### src/rtl/ser10_pkg.sv
// rtl/ser10_pkg.sv - shared types and constants for the ten-bit serial transmitter
package ser10_pkg;

    localparam int   SER10_WORD_W     = 10;
    localparam logic SER10_IDLE_LEVEL = 1'b0;
    localparam int   SER10_CNT_W      = 4;

    typedef enum logic [1:0] {
        IDLE   = 2'd0,
        SHIFT  = 2'd1,
        PARITY = 2'd2
    } ser10_state_e;

endpackage

### src/rtl/ser10_tx.sv
// rtl/ser10_tx.sv - ten-bit MSB-first parallel-to-serial transmitter with underrun flag
// Optional even-parity bit per frame when SER10_PARITY_EN is defined.
module ser10_tx
    import ser10_pkg::*;
#(
    parameter int   WORD_W     = SER10_WORD_W,
    parameter logic IDLE_LEVEL = SER10_IDLE_LEVEL
) (
    input  logic              iclk,
    input  logic              irst,
    input  logic [WORD_W-1:0] din,
    input  logic              din_valid,
    output logic              din_ready,
    input  logic              enable,
    output logic              sout,
    output logic              sout_valid,
    output logic              frame_start,
    output logic              busy,
    output logic              underrun,
    input  logic              underrun_clr
);

    localparam logic [SER10_CNT_W-1:0] LAST_BIT = SER10_CNT_W'(WORD_W - 1);

    ser10_state_e            state_q, state_d;
    logic [WORD_W-1:0]       shift_q, shift_d;
    logic [SER10_CNT_W-1:0]  bit_cnt_q, bit_cnt_d;
    logic                    sout_q, sout_d;
    logic                    sout_valid_q, sout_valid_d;
    logic                    frame_start_q, frame_start_d;
    logic                    underrun_q, underrun_d;
    // Underrun is decided on the last frame bit but reported one cycle later,
    // when sout_valid falls.
    logic                    urun_set_q, urun_set_d;
    logic                    load;
`ifdef SER10_PARITY_EN
    logic                    parity_q, parity_d;
`endif

    assign load = din_valid && din_ready;

    always_ff @(posedge iclk) begin
        if (irst) begin
            state_q       <= IDLE;
            shift_q       <= '0;
            bit_cnt_q     <= '0;
            sout_q        <= IDLE_LEVEL;
            sout_valid_q  <= 1'b0;
            frame_start_q <= 1'b0;
            underrun_q    <= 1'b0;
            urun_set_q    <= 1'b0;
`ifdef SER10_PARITY_EN
            parity_q      <= 1'b0;
`endif
        end else begin
            state_q       <= state_d;
            shift_q       <= shift_d;
            bit_cnt_q     <= bit_cnt_d;
            sout_q        <= sout_d;
            sout_valid_q  <= sout_valid_d;
            frame_start_q <= frame_start_d;
            underrun_q    <= underrun_d;
            urun_set_q    <= urun_set_d;
`ifdef SER10_PARITY_EN
            parity_q      <= parity_d;
`endif
        end
    end

    always_comb begin
        state_d    = state_q;
        shift_d    = shift_q;
        bit_cnt_d  = bit_cnt_q;
        urun_set_d = 1'b0;
`ifdef SER10_PARITY_EN
        parity_d   = parity_q;
`endif
        case (state_q)
            IDLE: begin
                if (load) begin
                    state_d   = SHIFT;
                    shift_d   = din;
                    bit_cnt_d = '0;
`ifdef SER10_PARITY_EN
                    parity_d  = 1'b0;
`endif
                end
            end
            SHIFT: begin
                shift_d = {shift_q[WORD_W-2:0], 1'b0};
`ifdef SER10_PARITY_EN
                parity_d = parity_q ^ shift_q[WORD_W-1];
`endif
                if (bit_cnt_q == LAST_BIT) begin
                    bit_cnt_d = '0;
`ifdef SER10_PARITY_EN
                    state_d = PARITY;
`else
                    if (load) begin
                        shift_d = din;
                    end else begin
                        state_d    = IDLE;
                        urun_set_d = enable;
                    end
`endif
                end else begin
                    bit_cnt_d = bit_cnt_q + 1'b1;
                end
            end
`ifdef SER10_PARITY_EN
            PARITY: begin
                if (load) begin
                    state_d   = SHIFT;
                    shift_d   = din;
                    bit_cnt_d = '0;
                    parity_d  = 1'b0;
                end else begin
                    state_d    = IDLE;
                    urun_set_d = enable;
                end
            end
`endif
            default: state_d = IDLE;
        endcase
    end

    always_comb begin
        din_ready     = 1'b0;
        sout_d        = IDLE_LEVEL;
        sout_valid_d  = 1'b0;
        frame_start_d = 1'b0;
        case (state_q)
            IDLE: din_ready = enable;
            SHIFT: begin
`ifndef SER10_PARITY_EN
                din_ready = enable && (bit_cnt_q == LAST_BIT);
`endif
                sout_d        = shift_q[WORD_W-1];
                sout_valid_d  = 1'b1;
                frame_start_d = (bit_cnt_q == '0);
            end
`ifdef SER10_PARITY_EN
            PARITY: begin
                din_ready    = enable;
                sout_d       = parity_q;
                sout_valid_d = 1'b1;
            end
`endif
            default: din_ready = 1'b0;
        endcase
        if (irst) begin
            din_ready = 1'b0;
        end
        underrun_d = urun_set_q | (underrun_q & ~underrun_clr);
    end

    assign sout        = sout_q;
    assign sout_valid  = sout_valid_q;
    assign frame_start = frame_start_q;
    assign busy        = (state_q != IDLE);
    assign underrun    = underrun_q;

endmodule

### config.mk
export PLATFORM = sky130hd
export DESIGN_NAME = ser10_tx
export DESIGN_NICKNAME = d
export VERILOG_FILES = /design/src/rtl/ser10_pkg.sv /design/src/rtl/ser10_tx.sv
export SDC_FILE = /design/constraint.sdc
export NUM_CORES = 1
export LEC_CHECK = 0
export CORE_AREA = 10 10 55 101
export CTS_CLUSTER_DIAMETER = 50
export DETAILED_ROUTE_END_ITERATION = 8
export DIE_AREA = 0 0 65 111
export SYNTH_ARGS = -nofsm -noshare
export SYNTH_HDL_FRONTEND = slang
export SYNTH_SLANG_ARGS = --single-unit
### constraint.sdc
create_clock -name iclk -period 2.7 [get_ports iclk]
set_clock_uncertainty 0.05 [all_clocks]
set_input_delay 0.405 -clock iclk [delete_from_list [all_inputs] [get_ports iclk]]
set_output_delay 0.405 -clock iclk [all_outputs]
set_load 0.02 [all_outputs]
; Word-level counts from Yosys, hierarchy flattened
; Index checks and enable logic that the tools add are counted.
[totals]
wordCells = 43
reg_bits = 21
input_bits = 15
out_inout_bits = 6
[op_classes]
n_addsub = 1
bitwise = 5
mux = 14
n_reduce_logical = 10
eq_ne = 5
[ops]
columns = operator, n
row1 = $mux 10, 3
row2 = $pmux 10 s2, 1
row3 = $mux 4, 2
row4 = $pmux 4 s2, 1
row5 = $mux 2, 3
row6 = $ne 2x2->1 const B, 3
row7 = $add 4x1->4 const B, 1
row8 = $eq 4x4->1 const B, 1
row9 = $logic_not 4->1, 1
row10 = $pmux 2 s2, 1
row11 = $reduce_bool 2->1, 2
row12 = $reduce_or 4->1, 1
row13 = $not 1->1, 3
row14 = $reduce_and 3->1, 1
row15 = $eq 2x1->1 const B, 1
row16 = $logic_and 1x1->1, 2
row17 = $logic_not 2->1, 1
row18 = $mux 1, 2
row19 = $pmux 1 s2, 1
row20 = $reduce_and 2->1, 1
row21 = $reduce_or 2->1, 1
row22 = $and 1x1->1, 1
row23 = $or 1x1->1, 1

; Depth between registers and ports, before layout
; Gate-level depths: netlist (run 1).
[depth]
word_depth = 8
mapped_depth = 6
ltp_nobuf = 5

; Worst setup path before layout (run 1)
; OpenSTA, ideal clock, no wires.
[synth_timing]
path_kind = register to output
start = register state_q[0]
end = output din_ready
n_path_buf = 1
path_slack_ns = 1.176
t_arrival_ns = 1.069
stages_incl_launch_ff = 4
cell_sequence = dfxtp_1 -> clkbuf_1 -> nand2_1 -> and3b_1
[synth_between]
elab_chain_cells = 3
[synth_lines]
columns = element, line_no
row1 = start: declaration, ser10_tx.sv:25  ; ser10_state_e state_q, state_d;
row2 = start signal: assignment, ser10_tx.sv:56  ; state_q <= state_d;
row3 = $eq 2x1->1 / $logic_not 2->1 (equally long branches), ser10_tx.sv:132  ; case (state_q)
row4 = $pmux 1 s2 (*), ser10_tx.sv:132
row5 = $mux 1 (*), ser10_tx.sv:151  ; if (irst) begin
row6 = end: declaration, ser10_tx.sv:13  ; output logic din_ready,
; Every way passes the cells marked *; elsewhere a longest branch is shown, timed or not.

; Worst setup path after layout (run 1)
[layout_timing]
start = register bit_cnt_q[0]
end = output din_ready
[layout_between]
elab_chain_cells = 4
[layout_lines]
columns = element, line_no
row1 = start: declaration, ser10_tx.sv:27  ; logic [SER10_CNT_W-1:0] bit_cnt_q, bit_cnt_d;
row2 = start signal: assignment, ser10_tx.sv:58  ; bit_cnt_q <= bit_cnt_d;
row3 = $eq 4x4->1, ser10_tx.sv:136  ; din_ready = enable && (bit_cnt_q == LAST_BIT);
row4 = $logic_and 1x1->1, ser10_tx.sv:136
row5 = $pmux 1 s2, ser10_tx.sv:132
row6 = $mux 1, ser10_tx.sv:151
; No other way between the ends.

==> impl_metrics.yaml, run 1 <==
timing:
  worstMarginPinSlew_ns: 0.5050
  rsz0062_at_grt: "false"
  setup_violations: 0
  hold_viol_final: 0
  hold_ws_ns: 0.3980
  setup_slack_ns: 0.3394
  finalMaxSlewViolations: 0
  min_period_ns: 2.361
  period_share_pct: 87.43
  tns_ns: 0
  slew_headroom_pct: 66.33
  fmax_mhz: 423.6
yosys:
  ys_seq_area_share_pct: 36.99
  synthCells: 101
  synth.yosys.warnings: 0
  yosysUniqueCellTypes: 28
  avgSynthCellArea_um2: 10.72
  synth_area_um2: 1082
  syn-num-nets: 119
  synth_seq_cells: 20
route:
  routedWlPerCell_um: 11.02
  postRouteAntennaNets: 0
  via_per_inst: 4.301
  drt_drc_violations_left: 0
  first_pass_iters: 4
  first_iter_violations: 13
  via_count: 744
  finalWirelength_um: 1906
cts:
  cts_buffers: 3
  ctsHoldBuffers: 0
  clockBufferDepth: 2
  cts.htree.levels: 1
  root_buffer: "clkbuf_8"
  path_clk_slew_ns: 0.07
  insertion_delay_ns: 0.25
  ctsResizeCount: 0
  cts_sinks: 20
  cts_tree: "yes"
  postCtsSetupRepairBufs: 0
setup_path:
  crit_arrival_ns: 1.91
  cp_data_required_time_ns: 2.25
  critPathKind: "flip-flop to output port"
  startpoint_type: "flip-flop"
  endpoint_kind: "output port"
  critPathMaxFanout: 6
grt:
  grt_pass1_wl_um: 3208
  grt_max_degree: 25
  grt-ovfl-total: 0
  grt_use_total_pct: 5.411
  grt_pass1_vias: 705
  antenna_found_initial: 0
power:
  p_leak_nw: 0.5810
  ir_worst_vdd_uv: 220.8
  powerDensity_nw_per_um2: 454.1
finish:
  drive_gt1_share_pct: 23.14
  multi_input_area_um2: 608.1
  synthToLayoutAreaGrowth_pct: 25.55
  seq_area_um2: 400.4
  insertedDiodeCount: 0
  final_nets: 140
  utilization_pct: 33.93
  nFillCells: 428
place:
  preCtsSetupSlack_ns: 0.4763
  gp_congestion: 0.6866
  port_buffers: 20
  dp_hpwl_um: 1370
worst_hold_path:
  worstHoldPathType: "flip-flop to flip-flop"
run:
  cap_violations: 0
floorplan:
  start_util_pct: 27.02
  die_w_um: 65
  ios: 21
  dieArea_um2: 7215
  core-area_um2: 4005
  die_h_um: 111
  row_count: 33
run_status:
  status: "completed"
-- area by class of cell --
type | count | area share [%]
multi-input combinational | 71 | 44.75
tap | 52 | 4.788
timing repair buffer | 22 | 15.84
sequential | 20 | 29.47
clock buffer | 4 | 4.052
inverter | 4 | 1.105
-- synth_stat cells --
cell type / instances / area share (%)
a211o_2: 1 / 0.92
a21o_1: 1 / 0.69
a21oi_1: 5 / 2.3
a311oi_1: 1 / 0.81
a31oi_1: 2 / 1.2
and2_1: 1 / 0.58
and2b_1: 1 / 0.69
and2b_2: 9 / 7.3
and3b_1: 1 / 0.81
buf_2: 1 / 0.46
buf_6: 2 / 2.1
clkbuf_1: 1 / 0.35
clkbuf_8: 2 / 2.5
dfxtp_1: 20 / 37
ha_1: 3 / 3.5
inv_1: 4 / 1.4
mux2_4: 9 / 12
mux2i_1: 9 / 8.3
nand2_1: 2 / 0.69
nand2b_1: 2 / 1.2
nand3_1: 3 / 1.4
nand3b_1: 4 / 2.8
nand3b_4: 2 / 3.7
nand4_1: 1 / 0.58
nor2_1: 10 / 3.5
nor3b_1: 2 / 1.4
or2b_1: 1 / 0.69
or3b_2: 1 / 0.81
-- layer usage --
| layer | GRT usage (%) | share of wire [%] | vias up |
|---|---|---|---|
| met1 | 7.046 | 51 | 331 |
| met2 | 7.209 | 39 | 26 |
| met4 | 3.017 | 1.9 | 0 |
| met5 | 0 | 0 | - |
| li1 | - | - | 383 |
| met3 | 2.227 | 8.3 | 4 |
-- power by group --
group	switching, W	internal (W)
Combinational	0.0000337	0.0000514
Clock	0.0000941	0.000130
Sequential	0.00000474	0.000303
Total	0.000133	0.000484
-- final timing paths --
kind                            cells past startpoint  slack, ns         start          to
worst max-delay path                                5       0.34  bit_cnt_q[0]   din_ready
worst min-delay path                                2       0.40    urun_set_q    underrun
worst max register to register                      5       0.95  bit_cnt_q[1]  shift_q[9]
worst min register to register                      2       0.40    urun_set_q    underrun
-- cells in the final DEF, fill, tap and decap left out --
cell type / count
dfxtp_1: 20
clkdlybuf4s50_1: 20
nor2_1: 10
and2b_2: 9
mux2i_1: 9
mux2_4: 9
a21oi_1: 5
inv_1: 4
nand3b_1: 4
clkbuf_8: 4
nand3_1: 3
ha_1: 3
nand3b_4: 2
nand2_1: 2
a31oi_1: 2
nand2b_1: 2
nor3b_1: 2
buf_4: 2
and3b_1: 1
a21o_1: 1
and2b_1: 1
nand4_1: 1
or3b_2: 1
and2_1: 1
a211o_2: 1
or2b_1: 1
a311oi_1: 1
-- kinds of logic (layout without fill, tap and decap cells) --
| group | Yosys count | after routing | share of synthesized area, % |
|---|---|---|---|
| AO/OA/AOI/OAI | 10 | 10 | 5.896 |
| adder cells (fa/ha/maj) | 3 | 3 | 3.469 |
| buffers and inverters | 10 | 30 | 6.820 |
| flip-flops | 20 | 20 | 36.99 |
| multiplexers | 18 | 18 | 20.81 |
| AND/OR/NAND/NOR | 40 | 40 | 26.01 |
-- worst max-delay path, stage by stage (launching register included) --
cell,delay [ns]
dfxtp_1,0.41
ha_1,0.25
nand3b_4,0.12
nand2_1,0.10
and3b_1,0.16
clkdlybuf4s50_1,0.61
-- stage by stage --
step	instance area (µm²)	std cells	power (W)
global route	1359	173	0.0006466
detailed placement	1304	169	0.0004008
CTS	1359	173	0.0006262
floorplan	1082	101	0.0003712
finish	1359	173	0.0006170
global placement	1304	169	0.0004005
-- flip-flops by register name, summed over array words and instances, names as in the netlist --
signal / flops
underrun: 1
sout_valid: 1
state_q: 1
bit_cnt_q: 4
urun_set_q: 1
sout: 1
frame_start: 1
shift_q: 10
Power figures use the tool's default switching activity.
==> run 2: changes to the inputs <==
==> constraint.sdc (replaced) <==
create_clock -name iclk -period 2.7 [get_ports iclk]
set_clock_uncertainty 0.05 [all_clocks]
set_input_delay 0.54 -clock iclk [delete_from_list [all_inputs] [get_ports iclk]]
set_output_delay 0.54 -clock iclk [all_outputs]
set_load 0.02 [all_outputs]
==> impl_metrics.yaml, run 2 (synthesis results as in run 1) <==
run_status:
  status: "completed"
timing:
  setup_violations: 0
  finalMaxSlewViolations: 0
  slew_headroom_pct: 82.72
  tns_ns: 0
  hold_viol_final: 0
  rsz0062_at_grt: "false"
  period_share_pct: 93.08
  worstMarginPinSlew_ns: 0.2591
  fmax_mhz: 397.9
  min_period_ns: 2.513
floorplan:
  dieArea_um2: 7215
  die_w_um: 65
  core-area_um2: 4005
  row_count: 33
  ios: 21
  start_util_pct: 27.02
  die_h_um: 111
setup_path:
  startpoint_type: "flip-flop"
  critPathSlowestCell: "clkdlybuf4s50_1"
  critPathMaxFanout: 6
  cp.depth: 5
  r2r_end: "shift_q[8]"
  startpoint: "bit_cnt_q[0]"
  critPathMaxStageDelay_ns: 0.61
  reg2reg_slack_ns: 1.08
  worstReg2RegStart: "bit_cnt_q[0]"
  cp_data_required_time_ns: 2.11
  path_delay_family: "buffers and inverters"
  endpoint_kind: "output port"
  crit_chain: "ha_1, nand3b_4, nand2_1, and3b_1, clkdlybuf4s50_1"
  crit_arrival_ns: 1.92
  worst-path-buf-inv: 1
  cp-endpoint: "din_ready"
  r2r_cells: 5
  critPathKind: "flip-flop to output port"
cts:
  cts.htree.levels: 1
  ctsHoldBuffers: 0
  cts_sinks: 20
  cts_buffers: 3
  insertion_delay_ns: 0.25
  ctsResizeCount: 0
  root_buffer: "clkbuf_8"
  path_clk_slew_ns: 0.07
  clockBufferDepth: 2
  cts_tree: "yes"
  postCtsSetupRepairBufs: 0
grt:
  grt_pass1_wl_um: 3284
  grt-ovfl-total: 0
  grt_max_degree: 28
  grt_use_total_pct: 5.512
  antenna_found_initial: 0
  grt_pass1_vias: 728
route:
  first_iter_violations: 19
  drt_drc_violations_left: 0
  first_pass_iters: 4
  finalWirelength_um: 2029
  routedWlPerCell_um: 11.53
  via_count: 762
  via_per_inst: 4.330
  postRouteAntennaNets: 0
place:
  dp_hpwl_um: 1486
  port_buffers: 20
  gp_congestion: 0.6509
finish:
  reg_top3: "shift_q x10, bit_cnt_q x4"
  top_register: "shift_q"
  drive_gt1_share_pct: 25.00
  insertedDiodeCount: 0
  synthToLayoutAreaGrowth_pct: 29.13
  largest_register_ff_count: 10
  layout_common_cells: "dfxtp_1 (20), clkdlybuf4s50_1 (20), nor2_1 (10)"
  final_nets: 143
power:
  p_leak_nw: 0.6024
  powerDensity_nw_per_um2: 493.9
  ir_worst_vdd_uv: 253.9
  finalPower_w: 0.0006902
worst_hold_path:
  worstHoldPathType: "flip-flop to flip-flop"
run:
  cap_violations: 0
## run 2: layout make-up
| cell class | instances | area, µm² |
|---|---|---|
| Clock buffer | 3 | 41.29 |
| Clock inverter | 1 | 30.03 |
| Fill cell | 432 | 2608 |
| Inverter | 4 | 15.01 |
| Multi-Input combinational cell | 71 | 608.1 |
| Sequential cell | 20 | 400.4 |
| Tap cell | 52 | 65.06 |
| Timing Repair Buffer | 25 | 237.7 |
## run 2: worst min-delay path by stage
| stage | startpoint | to | slack [ns] | cells past startpoint |
|---|---|---|---|---|
| floorplan | urun_set_q | underrun | 0.36 | 2 |
| global placement | urun_set_q | underrun | 0.37 | 2 |
| detailed placement | urun_set_q | underrun | 0.39 | 2 |
| CTS | urun_set_q | underrun | 0.40 | 2 |
| global route | urun_set_q | underrun | 0.44 | 2 |
| finish | urun_set_q | underrun | 0.40 | 2 |
## run 2: report_power, final
part	switching, W	internal (W)	leakage [nW]	total, W
logic	0.0000346	0.0000539	0.405	0.0000885
registers	0.00000503	0.000303	0.162	0.000308
clock network	0.0000956	0.000198	0.0357	0.000293
## run 2: per-layer routing
metal	track usage, %	share of wire [%]
met3	1.923	5.7
met2	7.540	41
met5	0	0
met1	7.584	53
met4	2.155	0.59
## run 2: tightest hold or removal path, cell delays in order (launching register included)
cell	delay, ns
dfxtp_1	0.31
a21oi_1	0.03
nor2_1	0.07
## run 2: per-stage QoR
stage | setup WS, ns | hold WS [ns] | util, % | area (µm²) | std cells
2_1_floorplan | 1.001 | 0.3630 | - | 1082 | 101
3_3_place_gp | 0.2818 | 0.3738 | 33.11 | 1326 | 172
3_5_place_dp | 0.2928 | 0.3856 | 33.11 | 1326 | 172
4_1_cts | 0.1745 | 0.4027 | 34.90 | 1398 | 176
5_1_grt | 0.02362 | 0.4402 | 34.90 | 1398 | 176
6_report | 0.1867 | 0.3976 | 34.90 | 1398 | 176
